File: src/rtl/ram_port_arbiter.sv
// ram_port_arbiter: round-robin arbiter that shares one single-ported RAM
// among NUM_CH requesting channels.
//
// Ports
//   CLK, nRST              clock (rising edge), synchronous active-low reset
//   req_REN / req_WEN      per-channel read / write requests
//   req_addr / req_store   packed per-channel address / write data
//   req_wait               per-channel stall (drops on completion/error)
//   req_load               read data broadcast to all channels
//   req_err                per-channel one-cycle error pulse
//   ramREN/ramWEN/ramaddr/ramstore  RAM command side
//   ramload / ramstate     RAM read data and status
//
// Optional feature macro: RAM_ARB_TIMEOUT_EN adds a BUSY watchdog that
// errors out an access after TIMEOUT_CYC stalled cycles.

package ram_arb_pkg;
  typedef enum logic [1:0] {
    FREE   = 2'd0,
    BUSY   = 2'd1,
    ACCESS = 2'd2,
    ERROR  = 2'd3
  } ramstate_t;
endpackage

// state  | meaning
// S_IDLE | no access in flight; pick next channel, RAM outputs held at 0
// S_BUSY | granted channel drives the RAM until ACCESS/ERROR/abort/timeout
module ram_port_arbiter
  import ram_arb_pkg::*;
#(
  parameter int NUM_CH      = 2,
  parameter int ADDR_W      = 32,
  parameter int DATA_W      = 32,
  parameter int TIMEOUT_CYC = 255
) (
  input  logic                     CLK,
  input  logic                     nRST,
  input  logic [NUM_CH-1:0]        req_REN,
  input  logic [NUM_CH-1:0]        req_WEN,
  input  logic [NUM_CH*ADDR_W-1:0] req_addr,
  input  logic [NUM_CH*DATA_W-1:0] req_store,
  output logic [NUM_CH-1:0]        req_wait,
  output logic [DATA_W-1:0]        req_load,
  output logic [NUM_CH-1:0]        req_err,
  output logic                     ramREN,
  output logic                     ramWEN,
  output logic [ADDR_W-1:0]        ramaddr,
  output logic [DATA_W-1:0]        ramstore,
  input  logic [DATA_W-1:0]        ramload,
  input  ramstate_t                ramstate
);

  localparam int GW = (NUM_CH > 1) ? $clog2(NUM_CH) : 1;

  if (NUM_CH < 2 || NUM_CH > 8 || TIMEOUT_CYC < 1) begin : g_bad_params
    $error("ram_port_arbiter: NUM_CH must be 2..8 and TIMEOUT_CYC >= 1");
  end

  typedef enum logic {S_IDLE, S_BUSY} state_t;

  state_t            r_state, w_state_nxt;
  logic [GW-1:0]     r_grant, w_grant_nxt;
  logic [GW-1:0]     r_rr_ptr, w_rr_ptr_nxt;
  logic [GW-1:0]     w_pick, w_grant_inc;
  logic [NUM_CH-1:0] w_req, w_grant_oh;
  logic              w_any;
  logic              w_g_ren, w_g_wen;
  logic [ADDR_W-1:0] w_g_addr;
  logic [DATA_W-1:0] w_g_store;
  logic              w_timeout;

  assign w_req       = req_REN | req_WEN;
  assign w_any       = |w_req;
  assign w_grant_oh  = NUM_CH'(1) << r_grant;
  assign w_grant_inc = (r_grant == GW'(NUM_CH - 1)) ? '0 : r_grant + 1'b1;

  // Two descending passes: the first finds the lowest requester overall
  // (the wrap-around case), the second overrides it with the lowest
  // requester at or after rr_ptr when one exists.
  always_comb begin
    w_pick = '0;
    for (int i = NUM_CH - 1; i >= 0; i--) begin
      if (w_req[i]) w_pick = GW'(i);
    end
    for (int i = NUM_CH - 1; i >= 0; i--) begin
      if (w_req[i] && (GW'(i) >= r_rr_ptr)) w_pick = GW'(i);
    end
  end

  // Live inputs of the granted channel.
  always_comb begin
    w_g_ren   = 1'b0;
    w_g_wen   = 1'b0;
    w_g_addr  = '0;
    w_g_store = '0;
    for (int i = 0; i < NUM_CH; i++) begin
      if (r_grant == GW'(i)) begin
        w_g_ren   = req_REN[i];
        w_g_wen   = req_WEN[i];
        w_g_addr  = req_addr[i*ADDR_W +: ADDR_W];
        w_g_store = req_store[i*DATA_W +: DATA_W];
      end
    end
  end

`ifdef RAM_ARB_TIMEOUT_EN
  localparam int CW = $clog2(TIMEOUT_CYC + 1);
  logic [CW-1:0] r_to_cnt;

  assign w_timeout = (r_state == S_BUSY) && (r_to_cnt == CW'(TIMEOUT_CYC));

  // Held at zero while idle, so it always starts from zero on BUSY entry.
  always_ff @(posedge CLK) begin
    if (!nRST) begin
      r_to_cnt <= '0;
    end else if (r_state == S_IDLE) begin
      r_to_cnt <= '0;
    end else if (ramstate != ACCESS && ramstate != ERROR && !w_timeout) begin
      r_to_cnt <= r_to_cnt + 1'b1;
    end
  end
`else
  assign w_timeout = 1'b0;
`endif

  always_ff @(posedge CLK) begin
    if (!nRST) begin
      r_state  <= S_IDLE;
      r_grant  <= '0;
      r_rr_ptr <= '0;
    end else begin
      r_state  <= w_state_nxt;
      r_grant  <= w_grant_nxt;
      r_rr_ptr <= w_rr_ptr_nxt;
    end
  end

  always_comb begin
    w_state_nxt  = r_state;
    w_grant_nxt  = r_grant;
    w_rr_ptr_nxt = r_rr_ptr;
    ramREN       = 1'b0;
    ramWEN       = 1'b0;
    ramaddr      = '0;
    ramstore     = '0;
    req_wait     = w_req;
    req_err      = '0;
    req_load     = '0;
    case (r_state)
      S_IDLE: begin
        if (w_any) begin
          w_grant_nxt = w_pick;
          w_state_nxt = S_BUSY;
        end
      end
      S_BUSY: begin
        ramaddr  = w_g_addr;
        ramstore = w_g_store;
        if (!(w_g_ren || w_g_wen)) begin
          // Channel withdrew its request: abandon without touching the RAM.
          w_state_nxt  = S_IDLE;
          w_rr_ptr_nxt = w_grant_inc;
        end else begin
          ramWEN = w_g_wen;
          ramREN = w_g_ren & ~w_g_wen;
          if (ramstate == ACCESS) begin
            req_wait     = w_req & ~w_grant_oh;
            req_load     = ramload;
            w_state_nxt  = S_IDLE;
            w_rr_ptr_nxt = w_grant_inc;
          end else if (ramstate == ERROR || w_timeout) begin
            req_wait     = w_req & ~w_grant_oh;
            req_err      = w_grant_oh;
            w_state_nxt  = S_IDLE;
            w_rr_ptr_nxt = w_grant_inc;
          end
        end
      end
      default: w_state_nxt = S_IDLE;
    endcase
  end

endmodule

File: config.mk
export PLATFORM = sky130hd
export DESIGN_NAME = ram_port_arbiter
export DESIGN_NICKNAME = d
export VERILOG_FILES = /design/src/rtl/ram_port_arbiter.sv
export SDC_FILE = /design/constraint.sdc
export NUM_CORES = 1
export LEC_CHECK = 0
export ABC_AREA = 1
export CAP_MARGIN = 40
export CORE_AREA = 4 4 102 104
export DETAILED_ROUTE_END_ITERATION = 16
export DIE_AREA = 0 0 106 108
export DONT_BUFFER_PORTS = 1
export PLACE_DENSITY = 0.32
export SETUP_SLACK_MARGIN = 0.05
export SYNTH_ARGS = -nofsm -noshare
export SYNTH_HDL_FRONTEND = slang
export SYNTH_SLANG_ARGS = --single-unit
File: constraint.sdc
create_clock -name CLK -period 2.3 [get_ports CLK]
set_input_delay 0.345 -clock CLK [delete_from_list [all_inputs] [get_ports CLK]]
set_output_delay 0.345 -clock CLK [all_outputs]
set_load 0.1 [all_outputs]
==> summary.txt, run 1 <==
Floorplan
  – Die area: roughly 11000 um2
  – Chip height: 108 um
  – # rows: 36
  – CORE AREA: between 9000 and 10000 um2
  – Chip width: 106 um
  – Num ports: 270
  – Initial Utilization: 0.167

Worst setup path
  – CP Class: register to primary output
  – Startpoint types: register
  – CP max FO: 34
  – Critical Path RT: 1960 ps
  – CP Capture Type: primary output
  – Crit path from: r_grant
  – Critical Path AT: 1770 ps
  – Reg-to-reg startpoint: r_state

Global route
  – First-pass GRT wire length: 13400 um
  – Initial antenna violation count: 0
  – Global Route Usage Sum: 0.146
  – Largest net degree at the start of global routing: between 40 and 50
  – Gr ovfl total: 0
  – Number of global-route vias before repair: 2349

Routing
  – Initial DRC Count: 74
  – Metal-1 WL: 3070 um
  – Wire length on met3: 1120 um
  – ANT nets after route: 0
  – DR top layer: met4
  – Via count: 2344
  – WL/cell: 17.3 um
  – First drt pass iteration count: 4
  – DR vias/cell: 4.56
  – DRC: 0
  – Routed wl met2: 4620 um
  – Final wirelength: 8880 um

Power and ir drop
  – Clock power share: 0.083
  – P per Cell Area: 461 nW/um2
  – Peak VDD IR: 0.000234 V
  – Int Power: 0.000719 W
  – Part of the power in registers: 0.036
  – Leak: 1.67 nW
  – Combinational power share: 0.881
  – P_sw: 0.00120 W
  – Net Sw Frac: 0.626

Hold path
  – Hold path start: nRST
  – HP Class: input pin to register

STA
  – Final Setup Violations: 0
  – Slew headroom: 0.721
  – Tcrit/Tclk final: 0.922
  – Worst slew pin tran: 419 ps
  – Worst setup skew after layout: slightly below 7 ps
  – Final Slew Violations: 0
  – Fmax achieved: 472 MHz
  – RSZ-0062 raised after global routing: no
  – Fin crit period: between 2000 and 2500 ps
  – Final hold vios: 0

Layout
  – # nets final: 550
  – Share of post-route cells with drive strength above 1: 0.575
  – Synth-to-layout area growth: 161%
  – Util after Layout: 0.436
  – Final std cell area, no fill: ~4200 um2
  – Commonest non-fill, non-tap cells in the layout: buf_12 (103), nor2_1 (70), nor2_2 (68), o21ai_0 (66), nor3b_4 (32)
  – Most common cell after layout, fill and taps aside: buf_12
  – ANT cells: 0

CTS
  – CTS Buffer Depth: 2
  – Setup bufs post-CTS: 0
  – # resized after CTS: 0
  – H-tree Lvls: 1
  – Clk slew on worst S/H paths: ~40 ps
  – CTS tree: done
  – Latest clock arrival within the worst-skew pair: 220 ps
  – Root Driver: clkbuf_8
  – Hold Buf Count CTS: 0
  – TritonCTS Sinks: 3
  – CTS Buf Count: 3

Synthesis
  – Syn Area/Cell: 5.35 um2
  – Yosys warnings: 0
  – Cell variety after synth: 18
  – Synth Cell Area: 1590 um2
  – Mapped Cells: roughly 300
  – Syn Nets: 466
  – Seq/Total Area, Yosys: 0.0377
  – Yosys reg bits: 3

Placement
  – Post-DP HPWL: 7480 um
  – PortBufs: 0
  – GP Congestion: 0.803
  – Post-DP Area: 4120 um2

Outcome
  – Status: complete, no violations

Run
  – Max cap viols: 0
==> routing by layer <==
| metal | GRT usage | vias up |
|---|---|---|
| met5 | 0 | - |
| met4 | 0.0250 | 0 |
| met3 | 0.0579 | 5 |
| met2 | 0.269 | 166 |
| met1 | 0.160 | 1041 |
| li1 | - | 1132 |
==> flip-flops by register name (all words and copies together), names as in the netlist <==
name      flops
r_grant       1
r_rr_ptr      1
r_state       1
==> final timing paths <==
check                                    to  slack [ps]  cells after the start
worst max-delay path            req_wait[0]         180                      9
worst min-delay path               r_rr_ptr         260                      2
worst max register to register      r_grant        1150                      4
worst min register to register     r_rr_ptr         480                      2
==> logic make-up (layout without fill, tap and decap cells) <==
| family | count (synthesis) | count (layout) | synth area share |
|---|---|---|---|
| buffers and inverters | 38 | 121 | 0.118 |
| AOI/OAI and AO/OA | 69 | 69 | 0.218 |
| DFF | 3 | 3 | 0.0377 |
| and+or+nand+nor | 188 | 188 | 0.626 |
==> synth_stat cells <==
cell type,number,area share
nor2_1,138,0.32
nor3b_2,30,0.24
inv_2,1,0.0024
nor4_1,2,0.0078
o21ai_0,66,0.21
dfxtp_1,3,0.038
inv_1,7,0.016
a21boi_0,1,0.0047
a21oi_1,2,0.0063
buf_6,5,0.035
clkbuf_1,18,0.042
buf_1,1,0.0024
nand3_4,1,0.011
nand3_1,1,0.0031
nand2_1,13,0.031
nor3b_1,2,0.0094
buf_2,6,0.019
nand2_2,1,0.0039
==> worst max-delay path, cell delays in order (launching register included) <==
cell     delay [ps]
dfxtp_2         340
inv_2            90
nand2_1          50
nand2_1         110
nand2_2         100
nand3_4          70
buf_12          340
nor2_1          100
nor2_2          140
buf_12          190
==> power by group through the flow <==
stage	sequential, W	combinational, W	clock [W]
2_1_floorplan	0.0000588	0.00112	0
3_3_place_gp	0.0000690	0.00170	0
3_5_place_dp	0.0000700	0.00171	0
4_1_cts	0.0000694	0.00171	0.000163
5_1_grt	0.0000706	0.00175	0.000170
6_report	0.0000689	0.00169	0.000159
==> layout make-up <==
type                            count  area [um2]
Timing Repair Buffer              109        2110
Multi-Input combinational cell    257        1760
Clock buffer                        4        45.0
Sequential cell                     3        62.6
Inverter                            8        30.0
Tap cell                          133         166
Fill cell                         948        5380
==> metrics by stage <==
stage | instances | TNS (ps) | setup WS [ps] | hold slack, ps | power (W)
global route | 514 | 0 | 55.3 | 262 | 0.00199
CTS | 514 | 0 | 161 | 256 | 0.00194
floorplan | 298 | -9060 | -291 | 446 | 0.00118
finish | 514 | 0 | 180 | 261 | 0.00192
detailed placement | 510 | 0 | 406 | 477 | 0.00178
global placement | 510 | 0 | 445 | 457 | 0.00177
(Power assumes the default switching activity.)
==> run 2, diff against run 1 <==
- HOLD_SLACK_MARGIN: default -> 0.15
==> results of run 2 <==
The final DEF is identical to that of run 1; final timing and power are the same.
